`src/rtl/iob_fifo_sync_asym_ctrl.sv`:
```
// Single-clock FIFO controller for an external asymmetric-width 2-port RAM.
// Tracks occupancy in minimum-width units and drives the RAM address/enable ports.
module iob_fifo_sync_asym_ctrl #(
    parameter int W_DATA_W = 32,
    parameter int R_DATA_W = 8,
    parameter int ADDR_W   = 4,
    localparam int MAXDATA_W = (W_DATA_W > R_DATA_W) ? W_DATA_W : R_DATA_W,
    localparam int MINDATA_W = (W_DATA_W > R_DATA_W) ? R_DATA_W : W_DATA_W,
    localparam int MINADDR_W = ADDR_W - $clog2(MAXDATA_W / MINDATA_W),
    localparam int W_ADDR_W  = (W_DATA_W == MAXDATA_W) ? MINADDR_W : ADDR_W,
    localparam int R_ADDR_W  = (R_DATA_W == MAXDATA_W) ? MINADDR_W : ADDR_W
) (
    input  logic                clk,
    input  logic                rst,
    input  logic                clr,
    input  logic                w_en,
    input  logic [W_DATA_W-1:0] w_data,
    output logic                w_full,
    input  logic                r_en,
    output logic [R_DATA_W-1:0] r_data,
    output logic                r_empty,
    output logic [ADDR_W:0]     level,
    output logic                ext_mem_w_en,
    output logic [W_DATA_W-1:0] ext_mem_w_data,
    output logic [W_ADDR_W-1:0] ext_mem_w_addr,
    output logic                ext_mem_r_en,
    output logic [R_ADDR_W-1:0] ext_mem_r_addr,
    input  logic [R_DATA_W-1:0] ext_mem_r_data
);

    localparam int LVL_W  = ADDR_W + 1;
    localparam int W_INCR = W_DATA_W / MINDATA_W;
    localparam int R_INCR = R_DATA_W / MINDATA_W;

    localparam logic [LVL_W-1:0] W_INCR_L   = LVL_W'(W_INCR);
    localparam logic [LVL_W-1:0] R_INCR_L   = LVL_W'(R_INCR);
    localparam logic [LVL_W-1:0] FULL_THR_L = LVL_W'((1 << ADDR_W) - W_INCR);

    logic [W_ADDR_W-1:0] r_w_ptr;
    logic [R_ADDR_W-1:0] r_r_ptr;
    logic [LVL_W-1:0]    r_level;
    logic [LVL_W-1:0]    w_level_nxt;
    logic                w_flush;
    logic                w_full_int;
    logic                w_empty_int;
    logic                w_wr_ok;
    logic                w_rd_ok;

    assign w_flush     = rst | clr;
    assign w_full_int  = (r_level > FULL_THR_L);
    assign w_empty_int = (r_level < R_INCR_L);

    // A flush cycle accepts nothing, so the RAM is never touched while state clears.
    assign w_wr_ok = w_en & ~w_full_int & ~w_flush;
    assign w_rd_ok = r_en & ~w_empty_int & ~w_flush;

    always_comb begin
        w_level_nxt = r_level;
        if (w_wr_ok) begin
            w_level_nxt = w_level_nxt + W_INCR_L;
        end
        if (w_rd_ok) begin
            w_level_nxt = w_level_nxt - R_INCR_L;
        end
    end

    always_ff @(posedge clk) begin
        if (w_flush) begin
            r_w_ptr <= '0;
            r_r_ptr <= '0;
            r_level <= '0;
        end else begin
            if (w_wr_ok) begin
                r_w_ptr <= r_w_ptr + W_ADDR_W'(1);
            end
            if (w_rd_ok) begin
                r_r_ptr <= r_r_ptr + R_ADDR_W'(1);
            end
            r_level <= w_level_nxt;
        end
    end

    assign w_full         = w_full_int;
    assign r_empty        = w_empty_int;
    assign level          = r_level;
    assign ext_mem_w_en   = w_wr_ok;
    assign ext_mem_w_data = w_data;
    assign ext_mem_w_addr = r_w_ptr;
    assign ext_mem_r_en   = w_rd_ok;
    assign ext_mem_r_addr = r_r_ptr;
    assign r_data         = ext_mem_r_data;

endmodule

```
`config.mk`:
```
export PLATFORM = sky130hd
export DESIGN_NAME = iob_fifo_sync_asym_ctrl
export DESIGN_NICKNAME = d
export VERILOG_FILES = /design/src/rtl/iob_fifo_sync_asym_ctrl.sv
export SDC_FILE = /design/constraint.sdc
export NUM_CORES = 1
export LEC_CHECK = 0
export BUFFER_PORTS_ARGS = -buffer_cell sky130_fd_sc_hd__buf_2
export CAP_MARGIN = 10
export CORE_MARGIN = 2
export CORE_UTILIZATION = 30
export CTS_CLUSTER_DIAMETER = 120
export DETAILED_ROUTE_END_ITERATION = 6
export GPL_TIMING_DRIVEN = 0
export PLACE_DENSITY = 0.79
export SYNTH_ARGS = -nofsm -noshare
export SYNTH_HDL_FRONTEND = slang
export SYNTH_SLANG_ARGS = --single-unit
```
`constraint.sdc`:
```
create_clock -name clk -period 1.9 [get_ports clk]
set_input_delay 0.19 -clock clk [delete_from_list [all_inputs] [get_ports clk]]
set_output_delay 0.19 -clock clk [all_outputs]
set_load 0.02 [all_outputs]
```
**Yosys cells after proc, flatten, opt, wreduce, memory -nomap -nowiden**

Cells that the tools add are included.

- Register bits after elaboration: 11
- Logic and storage cells: 19
- Input port bits: 45
- Output and inout port bits: 55

- $add $sub $neg: 4
- Mux-type cells: 2
- Bitwise logic cells: 8
- Magnitude comparators: 2

Operator list:

| kind | count |
|---|---|
| two-way mux 5 bit | 2 |
| adder 5 x 3 -> 5 bit, second input constant | 1 |
| greater-than comparator 5 x 4 -> 1 bit, second input constant | 1 |
| < comparator 5 x 1 -> 1 bit, second input constant | 1 |
| subtractor 5 x 1 -> 5 bit, second input constant | 1 |
| adder 4 x 1 -> 4 bit, second input constant | 1 |
| AND 1 bit | 4 |
| NOT 1 bit | 3 |
| adder 2 x 1 -> 2 bit, second input constant | 1 |
| OR 1 bit | 1 |

**Logic depth before layout (Yosys ltp)**

- Word-level depth: 7
- Depth in mapped cells: 7
- Depth with buffers taken out: 7

**Least setup slack after synthesis**

OpenSTA, ideal clock, no wires.

- Path type: reg2reg
- Start point: reg r_level[3] (netlist: level[3])
- End point: reg r_level[4] (netlist: level[4])
- Stages on the path, launching flop included: 7
- Library setup time: 58 ps
- Data arrival time: 2011 ps
- Path buffers: 0
- Setup slack: -170 ps
- Path through: dfxtp_1 > ha_1 > nand2_1 > a311oi_4 > mux2i_1 > a211o_1 > nand2_1

- Longest elaborated chain between the ends: 7
- Elaborated cells between the ends (all ways): 12
- Those cells by class: add/sub: 2; order compare: 2; mux: 2; bitwise: 6

RTL lines:

| item | RTL line | text |
|---|---|---|
| start, declared | 41 | `logic [LVL_W-1:0] r_level;` |
| start signal, assigned | 79 | `r_level <= w_level_nxt;` |
| greater-than comparator 5 x 4 -> 1 bit * | 50 | `assign w_full_int = (r_level > FULL_THR_L);` |
| NOT 1 bit * | 54 | `assign w_wr_ok = w_en & ~w_full_int & ~w_flush;` |
| AND 1 bit * (2 in series) | 54 |  |
| via ext_mem_w_en | 23 | `output logic ext_mem_w_en,` |
| two-way mux 5 bit * | 59 | `if (w_wr_ok) begin` |
| subtractor 5 x 1 -> 5 bit | 63 | `w_level_nxt = w_level_nxt - R_INCR_L;` |
| two-way mux 5 bit * | 62 | `if (w_rd_ok) begin` |

The timed path passes the listed nets; every way through them passes the cells marked *.
A chain may end at the register's enable or synchronous reset.

**Worst setup path after layout**

- Start point: reg r_level[2] (netlist: level[2])
- End point: out ext_mem_r_en

- Longest elaborated chain between the ends: 4

RTL lines:

| item | RTL line | text |
|---|---|---|
| < comparator 5 x 1 -> 1 bit | 51 | `assign w_empty_int = (r_level < R_INCR_L);` |
| NOT 1 bit | 55 | `assign w_rd_ok = r_en & ~w_empty_int & ~w_flush;` |
| AND 1 bit (2 in series) | 55 |  |
| end, declared | 26 | `output logic ext_mem_r_en,` |

No other way between the ends.

==> results by group <==
Finish
  • Fin nets: 229
  • Layout cells sized above 1: a little over three fifths
  • # fillers: 329
  • Final core occ: 45.1%
  • Fin area: between 1000 and 1500 um2
  • Storage element area: roughly 220 um2
  • Syn-to-layout area delta: 43.5%
  • Antenna fix cells: 0
  • Multi-input logic area: 405 um2

Global routing
  • Vias in the first global route: about 670
  • Initial antenna violation count: 0
  • Largest net degree at the start of global routing: 11
  • First-pass GRT wire length: 2730 um
  • Gr usage total: between 10% and 20%
  • Gr ovfl total: 0

Power and ir drop
  • Tot Pwr: 0.000647 W
  • Switch share: 32.4%
  • Pleak: 0.716 nW
  • P_sw: about 0.00021 W
  • PwrDens: 474 nW/um2
  • Max rail drop VDD: 0.000217 V
  • Clock power frac: 24.1%
  • Seq pwr share: between 30% and 40%
  • Internal: 0.000437 W
  • Comb power frac: 38.8%

Synthesis
  • Cell variety after synth: 28
  • Synth top area share: roughly a third
  • Synth top area cells: buf_4, dfxtp_1, ha_1
  • Post-synth top flop: dfxtp_1
  • Ys async rst share: 0%
  • Yosys reg bits: 11
  • Cells after Synth: 113
  • Most common cell in the netlist: buf_4
  • Synth area leader: buf_4
  • Synthesized area: 952 um2
  • Avg Cell Area, Syn: 8.43 um2
  • Post-synthesis sequential area ratio: between 20% and 30%
  • Post-synth EDFFs: 0
  • Syn nets: about 160
  • Yosys warns: 0
  • Top cells by count, synth: buf_4, nor2_1, dfxtp_1, nand2_1

Placed design
  • Gpl congestion: 0.774
  • Dpl ws: 0.102 ns
  • Cell Area, Placed: 1300 um2
  • Count of buffers from port buffering: just under 60

Timing
  • Fmax: 0.547 GHz
  • Final hold vios: 0
  • Final period util: 96.2%
  • Setup TNS: 0 ns
  • Final worst slack: ~0.071 ns
  • Max-slew violations: 0
  • Tmin final: 1.83 ns
  • Slew headroom: 72.2%
  • Final Setup Violations: 0
  • Slew @ Worst Pin: 0.417 ns
  • Fin Clk Skew: 0.00256 ns

Clocking
  • Clock sink total: 11
  • Clock Tree Root: clkbuf_4
  • Longest Clk Path Bufs: 2
  • Num CTS Buffers: 3
  • Clock transition at path regs: approximately 0.070 ns
  • H-tree depth: 1
  • Worst skew pair latency: 0.27 ns
  • CTS tree: done

Worst setup path
  • Crit path required time: approximately 1.7 ns
  • Worst-path maximum fanout: 7
  • FF-to-FF path depth: 7
  • Critical R2R Launch: level[3]$_SDFF_PP0_
  • Reg2reg end: level[4]$_SDFF_PP0_
  • Crit. Startpoint: level[2]$_SDFF_PP0_
  • Crit path DAT: roughly 1.6 ns
  • Kind of critical path: register to output pin
  • CP Capture Type: output pin
  • R2R setup slack: ~0.10 ns
  • Crit path launch type: register

Detailed routing
  • Initial drt markers: 16
  • DRT Pass-1 Iters: 4
  • Antenna-violating nets left: 0
  • # DRC: 0
  • DR WL/cell: 9.21 um
  • Total Wirelength: 2050 um
  • Routed vias/inst: 4.12
  • Routed vias: 918

Min path
  • Worst Min Path Start: r_en
  • Worst Hold End: level[1]$_SDFFE_PP0P_
  • WHS Path Cells: 3
  • Hold Path Class: primary input to register

Floorplan
  • Die Span Y: 60.3 um
  • Starting Density: about a third
  • Core Rows: 20
  • Die W: 60.3 um
  • # IOs: 100
  • Die area: between 3000 and 4000 um2
  • Area of the core: around 3000 um2

Flow run
  • Max cap viols: 0

Outcome
  • Status: finished, final reports clean
## cell usage in the layout (no fill, tap or decap), drive strengths merged, types with 4 or more instances in the layout
master	instances
nand2	5
inv	4
xnor2	4
buf	104
ha	4
clkbuf	5
dfxtp	11
nor2	13
## metrics by stage
stage / hold slack (ns) / std cells
floorplan: 0.342 / 113
global placement: 0.478 / 216
detailed placement: 0.497 / 216
CTS: 0.280 / 221
global route: 0.290 / 223
finish: 0.282 / 223
## per-layer routing
| metal | share of wire (%) | wire, um | vias up | track usage (%) |
|---|---|---|---|---|
| met5 | 0 | 0 | - | 0 |
| met4 | 0 | 0 | 0 | 0.952 |
| met3 | 15 | 298 | 0 | 5.97 |
| met2 | 47 | 971 | 61 | 15.7 |
| met1 | 38 | 783 | 395 | 12.5 |
| li1 | - | - | 462 | - |
## power groups by stage
| stage | Clock (W) | Combinational [W] | Sequential, W |
|---|---|---|---|
| finish | 0.000156 | 0.000251 | 0.000240 |
| global route | 0.000175 | 0.000270 | 0.000241 |
| CTS | 0.000158 | 0.000249 | 0.000240 |
| detailed placement | 0 | 0.000244 | 0.000246 |
| global placement | 0 | 0.000242 | 0.000245 |
| floorplan | 0 | 0.000180 | 0.000250 |
## timing repair
item	in CTS	in global routing
resized for setup	1	6
endpoints found under the setup margin	2	3
endpoints found under the hold margin	0	0
hold buffers	0	0
pin swaps	2	1
buffers inserted	1	2
## registers in the layout, indices dropped and copies added (netlist names)
name,flops
level,5
ext_mem_r_addr,4
ext_mem_w_addr,2
## worst max path at each step
stage | end | slack [ns]
finish | ext_mem_r_en | 0.07
floorplan | level[4]$_SDFF_PP0_ | 0.02
CTS | ext_mem_w_en | 0.0007
global route | level[4]$_SDFF_PP0_ | -0.006
detailed placement | level[4]$_SDFF_PP0_ | 0.10
global placement | level[4]$_SDFF_PP0_ | 0.12
## worst max-delay path: stages, from the launching register on
cell     delay (ns)
dfxtp_1        0.33
buf_4          0.17
or4_4          0.46
o21ai_4        0.18
nor2_1         0.06
buf_4          0.17
## cells by family after synthesis
group                    share of synthesized area [%]
flip-flops                                        23.1
buffers and inverters                             35.1
multiplexers                                      4.34
adder cells (fa/ha/maj)                           5.26
AO/OA/AOI/OAI                                     10.1
AND/OR/NAND/NOR                                   15.6
XOR/XNOR                                          6.44
## layout make-up
cell class,count,share of cell area (%)
Inverter,4,1.10
Buffer,43,23.6
Clock buffer,4,1.92
Sequential cell,11,16.2
Timing Repair Buffer,62,23.4
Tap cell,44,4.03
Multi-Input combinational cell,55,29.7
Power figures use the tool's default switching activity.
